<file path="config.mk">
export PLATFORM = sky130hd
export DESIGN_NAME = encoder_acq_sched
export DESIGN_NICKNAME = d
export VERILOG_FILES = /design/src/rtl/encoder_acq_sched_pkg.sv /design/src/rtl/encoder_acq_sched_tick_gen.sv /design/src/rtl/encoder_acq_sched.sv
export SDC_FILE = /design/constraint.sdc
export NUM_CORES = 1
export LEC_CHECK = 0
export CORE_ASPECT_RATIO = 0.8
export CORE_MARGIN = 2
export CORE_UTILIZATION = 45
export CTS_CLUSTER_DIAMETER = 100
export DETAILED_ROUTE_END_ITERATION = 16
export GPL_TIMING_DRIVEN = 0
export PLACE_DENSITY = 0.83
export SLEW_MARGIN = 20
export SYNTH_ARGS = -nofsm -noshare
export SYNTH_HDL_FRONTEND = slang
export SYNTH_SLANG_ARGS = --single-unit
</file>
<file path="constraint.sdc">
create_clock -name clk -period 6.53 [get_ports clk]
set_input_delay 1.306 -clock clk [delete_from_list [all_inputs] [get_ports clk]]
set_output_delay 1.306 -clock clk [all_outputs]
set_load 0.01 [all_outputs]
</file>
<file path="src/rtl/encoder_acq_sched_pkg.sv">
// rtl/encoder_acq_sched_pkg.sv - shared mode, state and error-bit definitions for the acquisition scheduler
package encoder_acq_sched_pkg;

  typedef enum logic [2:0] {
    MODE_SINCOS = 3'd0,
    MODE_ABZ    = 3'd1,
    MODE_BISS   = 3'd2,
    MODE_SSI    = 3'd3,
    MODE_TAWA   = 3'd4,
    MODE_ENDAT  = 3'd5
  } mode_t;

  typedef enum logic [2:0] {
    ST_IDLE      = 3'd0,
    ST_REQ       = 3'd1,
    ST_WAIT_DONE = 3'd2,
    ST_PUSH      = 3'd3,
    ST_SWITCH    = 3'd4
  } acq_state_t;

  localparam int unsigned ERR_ENG = 0;
  localparam int unsigned ERR_TMO = 1;

endpackage

</file>
<file path="src/rtl/encoder_acq_sched_tick_gen.sv">
// rtl/encoder_acq_sched_tick_gen.sv - programmable sample tick, one pulse every period+1 clocks
module encoder_acq_sched_tick_gen #(
  parameter int CNT_W = 16
) (
  input  logic             clk,
  input  logic             rst,
  input  logic [CNT_W-1:0] period,
  output logic             tick
);

  logic [CNT_W-1:0] cnt;
  logic [CNT_W-1:0] per_q;

  // per_q only follows period at a wrap (or while stopped) so a change never truncates a running interval
  always_ff @(posedge clk) begin
    if (rst) begin
      cnt   <= '0;
      per_q <= '0;
      tick  <= 1'b0;
    end else begin
      tick <= 1'b0;
      if (per_q == '0) begin
        cnt   <= '0;
        per_q <= period;
      end else if (cnt == per_q) begin
        cnt   <= '0;
        per_q <= period;
        tick  <= 1'b1;
      end else begin
        cnt <= cnt + 1'b1;
      end
    end
  end

endmodule

</file>
<file path="src/rtl/encoder_acq_sched.sv">
// rtl/encoder_acq_sched.sv - triggers the active encoder engine per tick, waits for done/timeout, registers the sample
module encoder_acq_sched
  import encoder_acq_sched_pkg::*;
#(
  parameter int NUM_PROTO = 6,
  parameter int DATA_W    = 32,
  parameter int CNT_W     = 16,
  parameter int GUARD_CYC = 64,
  parameter int IDX_W     = 3
) (
  input  logic                        clk,
  input  logic                        rst,
  input  logic [CNT_W-1:0]            period,
  input  logic [CNT_W-1:0]            timeout,
  input  logic [IDX_W-1:0]            mode_sel,
  output logic [NUM_PROTO-1:0]        eng_req,
  input  logic [NUM_PROTO-1:0]        eng_done,
  input  logic [NUM_PROTO-1:0]        eng_err,
  input  logic [NUM_PROTO*DATA_W-1:0] eng_data,
  output logic                        drv_en,
  output logic [IDX_W-1:0]            act_mode,
  output logic                        out_valid,
  input  logic                        out_ready,
  output logic [DATA_W-1:0]           out_data,
  output logic [1:0]                  out_err,
  output logic [15:0]                 overrun_cnt,
  output logic                        busy
);

  localparam int GW = $clog2(GUARD_CYC + 1);

  acq_state_t       state;
  logic             tick;
  logic [CNT_W-1:0] tmo_cnt;
  logic [GW-1:0]    guard_cnt;
  logic [IDX_W-1:0] sw_target;
  logic [1:0]       init_cnt;
  logic             err_cap;
  logic             tmo_cap;

  logic [DATA_W-1:0]    mux_data;
  logic                 done_act;
  logic                 err_act;
  logic [NUM_PROTO-1:0] req_vec;
  logic                 init_done;
  logic                 mode_chg;
  logic                 tmo_hit;
  logic                 tick_drop;
  logic                 push_ovr;

  encoder_acq_sched_tick_gen #(.CNT_W(CNT_W)) u_tick_gen (
    .clk    (clk),
    .rst    (rst),
    .period (period),
    .tick   (tick)
  );

  always_comb begin
    mux_data = '0;
    done_act = 1'b0;
    err_act  = 1'b0;
    req_vec  = '0;
    for (int i = 0; i < NUM_PROTO; i++) begin
      if (act_mode == IDX_W'(i)) begin
        mux_data   = eng_data[i*DATA_W +: DATA_W];
        done_act   = eng_done[i];
        err_act    = eng_err[i];
        req_vec[i] = 1'b1;
      end
    end
  end

  assign init_done = (init_cnt == 2'd2);
  assign mode_chg  = (mode_sel != act_mode);
  assign tmo_hit   = (timeout != '0) && (tmo_cnt == timeout - 1'b1);
  // ticks during the post-reset holdoff are not overruns; IDLE about to switch is
  assign tick_drop = tick && ((state != ST_IDLE) || (init_done && mode_chg));
  assign push_ovr  = (state == ST_PUSH) && out_valid && !out_ready;
  assign busy      = (state == ST_REQ) || (state == ST_WAIT_DONE) || (state == ST_SWITCH);

  always_ff @(posedge clk) begin
    if (rst) begin
      state       <= ST_IDLE;
      eng_req     <= '0;
      drv_en      <= 1'b0;
      act_mode    <= IDX_W'(MODE_SINCOS);
      out_valid   <= 1'b0;
      out_data    <= '0;
      out_err     <= '0;
      overrun_cnt <= '0;
      tmo_cnt     <= '0;
      guard_cnt   <= '0;
      sw_target   <= '0;
      init_cnt    <= '0;
      err_cap     <= 1'b0;
      tmo_cap     <= 1'b0;
    end else begin
      eng_req <= '0;

      if (!init_done) begin
        init_cnt <= init_cnt + 1'b1;
        if (init_cnt == 2'd1 && !mode_chg) drv_en <= 1'b1;
      end

      if ((tick_drop || push_ovr) && overrun_cnt != 16'hFFFF)
        overrun_cnt <= overrun_cnt + 1'b1;

      if (out_valid && out_ready) out_valid <= 1'b0;

      case (state)
        ST_IDLE: begin
          if (init_done) begin
            if (mode_chg) begin
              state     <= ST_SWITCH;
              drv_en    <= 1'b0;
              guard_cnt <= '0;
              sw_target <= mode_sel;
            end else if (tick) begin
              eng_req <= req_vec;
              state   <= ST_REQ;
            end
          end
        end
        ST_REQ: begin
          tmo_cnt <= '0;
          state   <= ST_WAIT_DONE;
        end
        ST_WAIT_DONE: begin
          if (done_act) begin
            err_cap <= err_act;
            tmo_cap <= 1'b0;
            state   <= ST_PUSH;
          end else if (tmo_hit) begin
            err_cap <= 1'b0;
            tmo_cap <= 1'b1;
            state   <= ST_PUSH;
          end else begin
            tmo_cnt <= tmo_cnt + 1'b1;
          end
        end
        ST_PUSH: begin
          out_valid        <= 1'b1;
          out_err[ERR_TMO] <= tmo_cap;
          out_err[ERR_ENG] <= err_cap;
          if (!tmo_cap) out_data <= mux_data;
          state <= ST_IDLE;
        end
        ST_SWITCH: begin
          // a fresh request restarts the guard so the drivers see a full quiet interval
          if (mode_sel != sw_target) begin
            sw_target <= mode_sel;
            guard_cnt <= '0;
          end else if (guard_cnt == GW'(GUARD_CYC - 1)) begin
            act_mode <= sw_target;
            drv_en   <= 1'b1;
            state    <= ST_IDLE;
          end else begin
            guard_cnt <= guard_cnt + 1'b1;
          end
        end
        default: state <= ST_IDLE;
      endcase
    end
  end

endmodule
</file>
==> results of run 1 <==
## flip-flops by register name (all words and copies together), names as in the netlist, 2 cells and up
signal,cells
out_data,32
overrun_cnt,16
tmo_cnt,16
u_tick_gen.cnt,16
u_tick_gen.per_q,16
guard_cnt,7
eng_req,6
act_mode,3
state,3
sw_target,3
init_cnt,2
out_err,2
## synthesized netlist by cell type (2+ instances only)
cell      instances
nor2_1          137
dfxtp_1         127
nand2_1          92
o21ai_0          63
xor2_1           56
a21oi_1          52
clkbuf_1         44
mux2_2           41
mux2i_1          37
nand3_1          27
xnor2_1          24
o22ai_1          21
a31oi_1          20
nand4_1          19
nor3_1           14
nor4_1           13
o221ai_1         13
inv_1            10
or3_1            10
buf_1             9
and3_1            8
ha_1              8
nor3b_1           8
nor2b_1           6
o31ai_1           6
nand2b_1          5
or4_1             5
a21o_1            3
a22oi_1           3
and2_1            3
and4_1            3
nor4b_1           3
or4_4             3
buf_6             2
o211ai_2          2
or2_2             2
## layout make-up
cell class                 count  area share (%)
antenna                        2          0.0444
sequential                   127            22.5
buffer                        57            2.14
timing repair buffer         301            26.7
tap                          215            2.38
clock buffer                  17            3.77
multi-input combinational    729            40.8
inverter                      11           0.366
clock inverter                15            1.31
## worst max-delay path: cells and delay by family
family | cells | cell delay [ps]
XOR/XNOR | 1 | 180
buffers and inverters | 3 | 810
AO/OA/AOI/OAI | 3 | 690
AND/OR/NAND/NOR | 4 | 1740
## worst paths after layout
check                           start                  endpoint  slack (ps)  cells after the start
max                        timeout[9]  tmo_cnt[13]$_SDFFE_PP0P_        2130                     11
min          out_data[1]$_SDFFE_PP0P_  out_data[1]$_SDFFE_PP0P_         430                      2
max reg2reg  act_mode[0]$_SDFFE_PP0P_  tmo_cnt[13]$_SDFFE_PP0P_        3290                      8
min reg2reg  out_data[1]$_SDFFE_PP0P_  out_data[1]$_SDFFE_PP0P_         430                      2
## stage by stage
step | power (uW) | instances | setup WS (ps)
after floorplan | 1210 | 924 | 2630
after CTS | 2360 | 1472 | 2140
final | 2360 | 1474 | 2130
after global routing | 2450 | 1474 | 1910
after global placement | 1430 | 1440 | 1800
after detailed placement | 1450 | 1440 | 1760
## layer usage
| layer | wire length (microns) | up-vias | global-route usage [%] | part of all wire (%) |
|---|---|---|---|---|
| met5 | 0 | - | 0 | 0 |
| li1 | - | 3935 | - | - |
| met3 | 2190 | 48 | 7.05 | 8.2 |
| met4 | 693 | 0 | 10.9 | 2.6 |
| met2 | 12100 | 349 | 47.2 | 45 |
| met1 | 11800 | 3790 | 40.5 | 44 |
## cells by family (layout without fill, tap and decap cells)
kind of cell             after synthesis  in the layout
AO/OA/AOI/OAI                        197            197
XOR/XNOR                              80             80
adder cells (fa/ha/maj)                8              8
buffers and inverters                 68            401
flip-flops                           127            127
multiplexers                          79             79
other                                  0              2
AND/OR/NAND/NOR                      365            365
## power groups by stage
| stage | clock network [uW] | logic [uW] | registers (uW) |
|---|---|---|---|
| after floorplan | 0 | 337 | 869 |
| after global placement | 0 | 552 | 879 |
| after detailed placement | 0 | 564 | 881 |
| after CTS | 920 | 574 | 864 |
| after global routing | 953 | 629 | 870 |
| final | 917 | 577 | 865 |
==> impl_metrics.json, run 1 <==
{
  "post-route-drc-count": 0,
  "multi_input_area_sq_mm": 0.00460,
  "grt_overflow": 0,
  "synth_xor_xnor_area_share_pct": 9.44,
  "cts.reportedPaths.clkPinSlew_ps": 60,
  "vdd_drop_max_uv": 221,
  "fin_worst_hold_slack_ps": 433,
  "cp_cell_sequence": "clkdlybuf4s50_1 > nor4_1 > nand4_1 > xnor2_1 > or4_4 > a2111oi_4 > or2_4 > buf_6 > buf_8 > o31ai_1 > a21oi_1",
  "synth.area.mux_share_pct": 11.5,
  "finalSetupViolations": 0,
  "numClockSinks": 127,
  "synth_top_cell_area_share_pct": 34.2,
  "combinationalPowerShare_pct": 24.5,
  "hold_class": "reg -> reg",
  "numPortBuffers": 301,
  "fp.dieArea_sq_mm": 0.0175,
  "post_layout_nets": 1494,
  "start_util_pct": 46.5,
  "rsz_0062_raised_after_global_routing": "false",
  "synth_top_cells_by_area": "dfxtp_1 34%, nor2_1 6.9%, xor2_1 6.6%",
  "vias_per_cell": 5.51,
  "clockBufferDepth": 2,
  "ctsRootBufferMaster": "clkbuf_16",
  "final_core_utilization_pct": 70.7,
  "synthesis.yosys.warnings": 0,
  "global_route_wire_length_before_repair_microns": 41500,
  "first_global_vias": 7889,
  "adder_cell_fraction_of_synth_area_pct": 1.35,
  "layout.cells.most_common": "clkdlybuf4s50_1",
  "post_synth_instance_area_sq_mm": 0.00742,
  "worst_path_max_delay_cell": "nor4_1",
  "setup.worst_path.end_class": "flip-flop",
  "crit_path_start_kind": "input pin",
  "finalWorstPathRequiredPeriod_ps": 4400,
  "synth.net_count": 1174,
  "layout.area.seq_sq_mm": 0.00254,
  "slew_violations": 0,
  "layout_common_cells": "301 x clkdlybuf4s50_1, 137 x nor2_1, 127 x dfxtp_1, 92 x nand2_1, 63 x o21ai_0",
  "globalplace.congestion": 0.912,
  "synthSimpleGateAreaFrac_pct": 23.5,
  "die_h_microns": 119,
  "route.vias.total": 8122,
  "coreArea_sq_mm": 0.0160,
  "power.internal_uw": 1640,
  "clock_skew_ps": 10.9,
  "dp.final_hpwl_microns": 21000,
  "synth_compound_gate_area_share_pct": 16.2,
  "yosys.cell_types.count": 61,
  "timing.critical_path.fanout_max": 10,
  "p_sw_uw": 722,
  "dieWidth_microns": 148,
  "synthFlopType": "dfxtp_1",
  "row_count": 41,
  "combinational_family_with_the_most_area_after_synthesis": "simple AND/OR/NAND/NOR gates",
  "mean_area_per_synthesized_cell_sq_um": 8.04,
  "period_share_pct": 67.3,
  "cts_hold_bufs": 0,
  "critical-path-max-stage-delay_ps": 790,
  "drtPass1Iterations": 5,
  "drt_iter0_markers": 570,
  "largest_net_degree_at_the_start_of_global_routing": 17,
  "synth-seq-area-share_pct": 34.2,
  "top_level_ports": 304,
  "outcome": "finished clean",
  "static-leakage-power_uw": 0.00413,
  "detail_route.wl_per_cell_microns": 18.2,
  "detailed_place.area_sq_mm": 0.0107,
  "slew-limit-headroom_pct": 34.1,
  "maxClockFrequency_ghz": 0.227,
  "worstSetupPathType": "in -> reg",
  "drt-total-wl_microns": 26800,
  "post_route_cells_drive_above_1_share_pct": 7.56,
  "tritoncts.num_buffers": 17,
  "fill_cells": 1267,
  "arrival_time_of_data_at_the_critical_path_endpoint_ps": 4730,
  "cp_data_required_time_ps": 6870,
  "p_sw_share_pct": 30.6,
  "worst_skew_pair.late_latency_ps": 420,
  "fin_setup_tns_ps": 0,
  "track_usage_pct": 30.1,
  "cts_tree": "done",
  "count_of_instances_resized_after_the_clock_tree_is_built": 0,
  "synthArstFlopShare_pct": 0,
  "ys_seq_elements": 127,
  "synthToLayoutAreaGrowth_pct": 52.0,
  "post_synth_inst_count": 924,
  "power_density_mw_per_mm2": 209,
  "post-route-cell-area_sq_mm": 0.0113,
  "worstMarginPinSlew_ps": 982,
  "timing.max_cap.violations": 0,
  "grt_antenna_before_repair": 2,
  "power.sequential.fraction_pct": 36.7,
  "post-cts-setup-buffer-count": 0,
  "clock_tree.htree_level_count": 4,
  "synth_top_cell_by_area": "dfxtp_1",
  "route.antenna.remaining_nets": 0,
  "hold_viol": 0,
  "share_clk_of_total_power_pct": 38.9,
  "synth_enable_flop_cells": 0
}
Power figures use the tool's default switching activity.
==> run 2, diff against run 1 <==
--- a/config.mk
+++ b/config.mk
@@ -7,11 +7,11 @@
 export LEC_CHECK = 0
 export CORE_ASPECT_RATIO = 0.8
 export CORE_MARGIN = 2
-export CORE_UTILIZATION = 45
+export CORE_UTILIZATION = 44
 export CTS_CLUSTER_DIAMETER = 100
 export DETAILED_ROUTE_END_ITERATION = 16
 export GPL_TIMING_DRIVEN = 0
-export PLACE_DENSITY = 0.83
+export PLACE_DENSITY = 0.82
 export SLEW_MARGIN = 20
 export SYNTH_ARGS = -nofsm -noshare
 export SYNTH_HDL_FRONTEND = slang
==> constraint.sdc (replaced) <==
create_clock -name clk -period 4.32 [get_ports clk]
set_input_delay 0.864 -clock clk [delete_from_list [all_inputs] [get_ports clk]]
set_output_delay 0.864 -clock clk [all_outputs]
set_load 0.01 [all_outputs]
==> impl_metrics.json, run 2 (same netlist as run 1, synthesis figures left out) <==
{
  "outcome": "finished clean",
  "start_util_pct": 44.9,
  "route.antenna.remaining_nets": 0,
  "finalWorstPathRequiredPeriod_ps": 3840,
  "largest_net_degree_at_the_start_of_global_routing": 17,
  "ctsRootBufferMaster": "clkbuf_16",
  "coreArea_sq_mm": 0.0166,
  "fp.dieArea_sq_mm": 0.0179,
  "slew-limit-headroom_pct": 32.5,
  "post-route-drc-count": 0,
  "count_of_instances_resized_after_the_clock_tree_is_built": 0,
  "detail_route.wl_per_cell_microns": 18.4,
  "vdd_drop_max_uv": 304,
  "top_level_ports": 304,
  "placed_cells": 1445,
  "cp_cell_sequence": "clkdlybuf4s50_1 > inv_1 > ha_1 > or3b_2 > or3_1 > a21oi_1 > o22ai_1 > a2111oi_4 > or2_4 > buf_6 > buf_8 > o21ai_0 > a21oi_1",
  "layout.cells.non_filler": 1477,
  "route.vias.total": 8200,
  "layout.cells.most_common": "clkdlybuf4s50_1",
  "drt-total-wl_microns": 27200,
  "dieWidth_microns": 149,
  "numClockSinks": 127,
  "drt_iter0_markers": 480,
  "numPortBuffers": 301,
  "timing.critical_path.fanout_max": 10,
  "fin_setup_tns_ps": 0,
  "arrival_time_of_data_at_the_critical_path_endpoint_ps": 4180,
  "crit_path_start_kind": "input pin",
  "post-cts-setup-buffer-count": 0,
  "hold_class": "reg -> reg",
  "maxClockFrequency_ghz": 0.261,
  "multi_input_area_sq_mm": 0.00460,
  "vias_per_cell": 5.55,
  "critical-path-max-stage-delay_ps": 530,
  "largest_register_ff_count": 32,
  "layout_common_cells": "301 x clkdlybuf4s50_1, 137 x nor2_1, 127 x dfxtp_1, 92 x nand2_1, 63 x o21ai_0",
  "worstSetupPathType": "in -> reg",
  "worst_path_max_delay_cell": "or3b_2",
  "dp.final_hpwl_microns": 21100,
  "post_layout_nets": 1494,
  "clock_tree.htree_level_count": 4,
  "drtPass1Iterations": 5,
  "crit_path_frequent_cell": "a21oi_1",
  "rsz_0062_raised_after_global_routing": "false",
  "hold_viol": 0,
  "cp_data_required_time_ps": 4670,
  "track_usage_pct": 30.2,
  "timing.max_cap.violations": 0,
  "post-layout-total-power_uw": 3630,
  "row_count": 42,
  "cp.buffers_inverters": 4,
  "fill_cells": 1386,
  "die_h_microns": 120,
  "synthToLayoutAreaGrowth_pct": 52.1,
  "grt_overflow": 0,
  "static-leakage-power_uw": 0.00413,
  "first_global_vias": 8084,
  "cts_tree": "done",
  "worst_skew_pair.late_latency_ps": 420,
  "slew_violations": 0,
  "grt_antenna_before_repair": 1,
  "global_route_wire_length_before_repair_microns": 42200,
  "setup.worst_path.end_class": "flip-flop",
  "critPathTopFamily": "compound AO/OA/AOI/OAI gates",
  "finalSetupViolations": 0,
  "post_route_cells_drive_above_1_share_pct": 7.48,
  "cts_hold_bufs": 0,
  "clockBufferDepth": 2,
  "worstMarginPinSlew_ps": 1000,
  "layout.area.seq_sq_mm": 0.00254,
  "clock_skew_ps": 7.03,
  "tritoncts.num_buffers": 17,
  "registers.top_by_ff_count": "out_data",
  "power_density_mw_per_mm2": 321,
  "period_share_pct": 88.8,
  "globalplace.congestion": 0.941,
  "cts.reportedPaths.clkPinSlew_ps": 60
}
run 2: changes by cell type in the layout (fill, tap and decap cells not counted), sizes merged:
cell,delta
bufinv,+2
clkinv,-1
inv,-2
diode,-1
run 2: worst paths after layout:
check                      startpoint                  endpoint  slack [ps]  cells past startpoint
min reg2reg  out_data[6]$_SDFFE_PP0P_  out_data[6]$_SDFFE_PP0P_         440                      2
max                        timeout[0]   tmo_cnt[6]$_SDFFE_PP0P_         480                     13
min          out_data[6]$_SDFFE_PP0P_  out_data[6]$_SDFFE_PP0P_         440                      2
max reg2reg  act_mode[0]$_SDFFE_PP0P_  tmo_cnt[13]$_SDFFE_PP0P_        1280                      8
run 2: final cells by class:
class	count	share of cell area, %
Tap cell	220	2.44
Antenna cell	1	0.0222
Inverter	11	0.366
Sequential cell	127	22.5
Multi-Input combinational cell	729	40.7
Buffer	57	2.14
Clock buffer	17	3.77
Timing Repair Buffer	301	26.7
Clock inverter	14	1.37
run 2: per-layer routing:
metal	vias to the layer above	share of wire, %	global-route usage [%]
li1	3942	-	-
met5	-	0	0
met1	3852	44	39.7
met3	60	7.7	6.94
met4	0	3.4	12.0
met2	346	45	48.2
run 2: power breakdown:
part	switching [uW]	leakage (uW)	internal (uW)
logic	406	0.00283	468
clock network	586	0.000282	857
registers	70.4	0.00103	1240
run 2: per-stage QoR:
stage	setup WS [ps]	instance area, sq um	hold WS [ps]	util (%)
floorplan	858	7420	451	-
global placement	134	10700	425	64.7
detailed placement	89.3	10700	431	64.7
CTS	510	11300	439	68.2
global route	169	11300	451	68.2
finish	484	11300	437	68.2
run 2: tightest hold or removal path, cell delays in order, from the launching register on:
cell	delay [ps]
dfxtp_1	310
nand2_1	50
nand2_1	40
==> run 3, diff against run 2 <==
==> constraint.sdc (replaced) <==
create_clock -name clk -period 4 [get_ports clk]
set_input_delay 0.8 -clock clk [delete_from_list [all_inputs] [get_ports clk]]
set_output_delay 0.8 -clock clk [all_outputs]
set_load 0.01 [all_outputs]
==> impl_metrics.json, run 3 (same netlist as run 1, synthesis figures left out) <==
{
  "clock_tree.htree_level_count": 4,
  "dieWidth_microns": 149,
  "cts_hold_bufs": 0,
  "post_layout_nets": 1495,
  "hold_viol": 0,
  "slew_violations": 0,
  "power_density_mw_per_mm2": 346,
  "p_sw_share_pct": 29.3,
  "drtPass1Iterations": 5,
  "grt_antenna_before_repair": 1,
  "start_util_pct": 44.9,
  "drt_iter0_markers": 560,
  "share_clk_of_total_power_pct": 39.8,
  "setup.worst_path.end_class": "flip-flop",
  "fp.dieArea_sq_mm": 0.0179,
  "setup.reg_to_reg.worst_slack_ps": 950,
  "cp_cell_sequence": "clkdlybuf4s50_1 > or4_4 > o32ai_1 > nand3_1 > or4_4 > a2111oi_4 > buf_4 > nand2b_1 > mux2_2 > a21oi_1",
  "timing.max_cap.violations": 0,
  "combinationalPowerShare_pct": 24.1,
  "worst_skew_pair.late_latency_ps": 420,
  "static-leakage-power_uw": 0.00414,
  "critical-path-max-stage-delay_ps": 610,
  "worstMarginPinSlew_ps": 989,
  "global_route_wire_length_before_repair_microns": 42200,
  "first_global_vias": 8084,
  "power.internal_uw": 2770,
  "layout.cells.non_filler": 1478,
  "numPortBuffers": 301,
  "track_usage_pct": 30.2,
  "dp.final_hpwl_microns": 21100,
  "worstSetupStartpoint": "timeout[0]",
  "layout.cells.most_common": "clkdlybuf4s50_1",
  "finalWorstPathRequiredPeriod_ps": 3660,
  "cp.buffers_inverters": 2,
  "slew-limit-headroom_pct": 33.6,
  "setup.worst_path.end": "tmo_cnt[0]$_SDFFE_PP0P_",
  "timing.critical_path.fanout_max": 6,
  "arrival_time_of_data_at_the_critical_path_endpoint_ps": 4010,
  "finalSetupViolations": 0,
  "globalplace.congestion": 0.941,
  "worst_path_max_delay_cell": "or4_4",
  "crit_path_frequent_cell": "or4_4",
  "registers.top_by_ff_count": "out_data",
  "tritoncts.num_buffers": 17,
  "ctsRootBufferMaster": "clkbuf_16",
  "critical_path_depth": 10,
  "clock_skew_ps": 7.19,
  "vias_per_cell": 5.57,
  "grt_overflow": 0,
  "post-layout-total-power_uw": 3920,
  "vdd_drop_max_uv": 328,
  "largest_net_degree_at_the_start_of_global_routing": 17,
  "rsz_0062_raised_after_global_routing": "false",
  "post-route-drc-count": 0,
  "hold_class": "reg -> reg",
  "cp_data_required_time_ps": 4340,
  "clockBufferDepth": 2,
  "maxClockFrequency_ghz": 0.273,
  "p_sw_uw": 1150,
  "row_count": 42,
  "final_critical_path_setup_slack_ps": 336,
  "detailedPlace.worstSlack_ps": -167,
  "crit-reg2reg-capture": "tmo_cnt[13]$_SDFFE_PP0P_",
  "placed_cells": 1445,
  "top_level_ports": 304,
  "route.antenna.remaining_nets": 0,
  "synthToLayoutAreaGrowth_pct": 52.4,
  "layout_common_cells": "301 x clkdlybuf4s50_1, 137 x nor2_1, 127 x dfxtp_1, 92 x nand2_1, 63 x o21ai_0",
  "outcome": "finished clean",
  "crit_path_start_kind": "input pin",
  "crit-reg2reg-launch": "act_mode[0]$_SDFFE_PP0P_",
  "critPathTopFamily": "simple AND/OR/NAND/NOR gates",
  "coreArea_sq_mm": 0.0166,
  "numClockSinks": 127,
  "cts.reportedPaths.clkPinSlew_ps": 60,
  "worstRegToRegCells": 8,
  "die_h_microns": 120,
  "largest_register_ff_count": 32,
  "period_share_pct": 91.6,
  "detail_route.wl_per_cell_microns": 18.4,
  "worstSetupPathType": "in -> reg",
  "drt-total-wl_microns": 27100,
  "route.vias.total": 8229,
  "power.sequential.fraction_pct": 36.1,
  "cts_tree": "done",
  "post_route_cells_drive_above_1_share_pct": 7.64
}
==> run 3: cell types whose count changed in the layout (fill, tap and decap cells not counted), sizes merged <==
cell,delta
buf,+1
==> run 3: worst min path at each step <==
stage / startpoint / to / cells past startpoint
after floorplan: u_tick_gen.cnt[0]$_SDFF_PP0_ / u_tick_gen.cnt[0]$_SDFF_PP0_ / 1
final: out_data[6]$_SDFFE_PP0P_ / out_data[6]$_SDFFE_PP0P_ / 2
after CTS: out_data[6]$_SDFFE_PP0P_ / out_data[6]$_SDFFE_PP0P_ / 2
after detailed placement: out_data[1]$_SDFFE_PP0P_ / out_data[1]$_SDFFE_PP0P_ / 2
after global placement: out_data[6]$_SDFFE_PP0P_ / out_data[6]$_SDFFE_PP0P_ / 2
after global routing: out_data[1]$_SDFFE_PP0P_ / out_data[1]$_SDFFE_PP0P_ / 2
==> run 3: power groups by stage <==
stage,sequential [uW],combinational (uW),clock (uW)
final,1420,945,1560
after global routing,1420,1030,1630
after CTS,1410,938,1570
after detailed placement,1440,926,0
after global placement,1430,901,0
after floorplan,1420,551,0
==> run 3: metal layers <==
metal  vias up  global-route usage, %  share of wire [%]
li1       3942                      -                  -
met1      3870                   39.7                 44
met2       356                   48.2                 45
met3        61                   6.94                7.7
met4         0                   12.0                3.4
met5         -                      0                  0
==> run 3: cell type report <==
| type | instances | area, sq um |
|---|---|---|
| fillers | 1385 | 5240 |
| multi-input cells | 729 | 4610 |
| repair buffers | 302 | 3020 |
| flip-flops and latches | 127 | 2540 |
| clock buffers | 17 | 425 |
| well taps | 220 | 275 |
| plain buffers | 57 | 241 |
| clock inverters | 14 | 155 |
| inverters | 11 | 41.3 |
| diodes | 1 | 2.50 |
==> run 3: worst register-to-register path: cells and delay by family (launching register included) <==
| family | cells | cell delay [ps] |
|---|---|---|
| muxes | 1 | 580 |
| buffers and inverters | 2 | 630 |
| AOI/OAI and AO/OA | 2 | 450 |
| and+or+nand+nor | 3 | 950 |
| DFF | 1 | 370 |
==> run 3: per-stage QoR <==
step | TNS [ps] | util [%] | hold slack [ps] | cell area [sq um]
5_1_grt | 0 | 68.4 | 451 | 11300
2_1_floorplan | 0 | - | 451 | 7420
3_5_place_dp | -1260 | 64.7 | 431 | 10700
3_3_place_gp | -762 | 64.7 | 425 | 10700
4_1_cts | 0 | 68.2 | 439 | 11300
6_report | 0 | 68.4 | 437 | 11300
==> run 3: repair_timing <==
| item | in CTS | in global routing |
|---|---|---|
| resized for setup | 0 | 2 |
| setup endpoints to repair | 0 | 2 |
| hold endpoints to repair | 0 | 0 |
| buffers inserted | 0 | 1 |
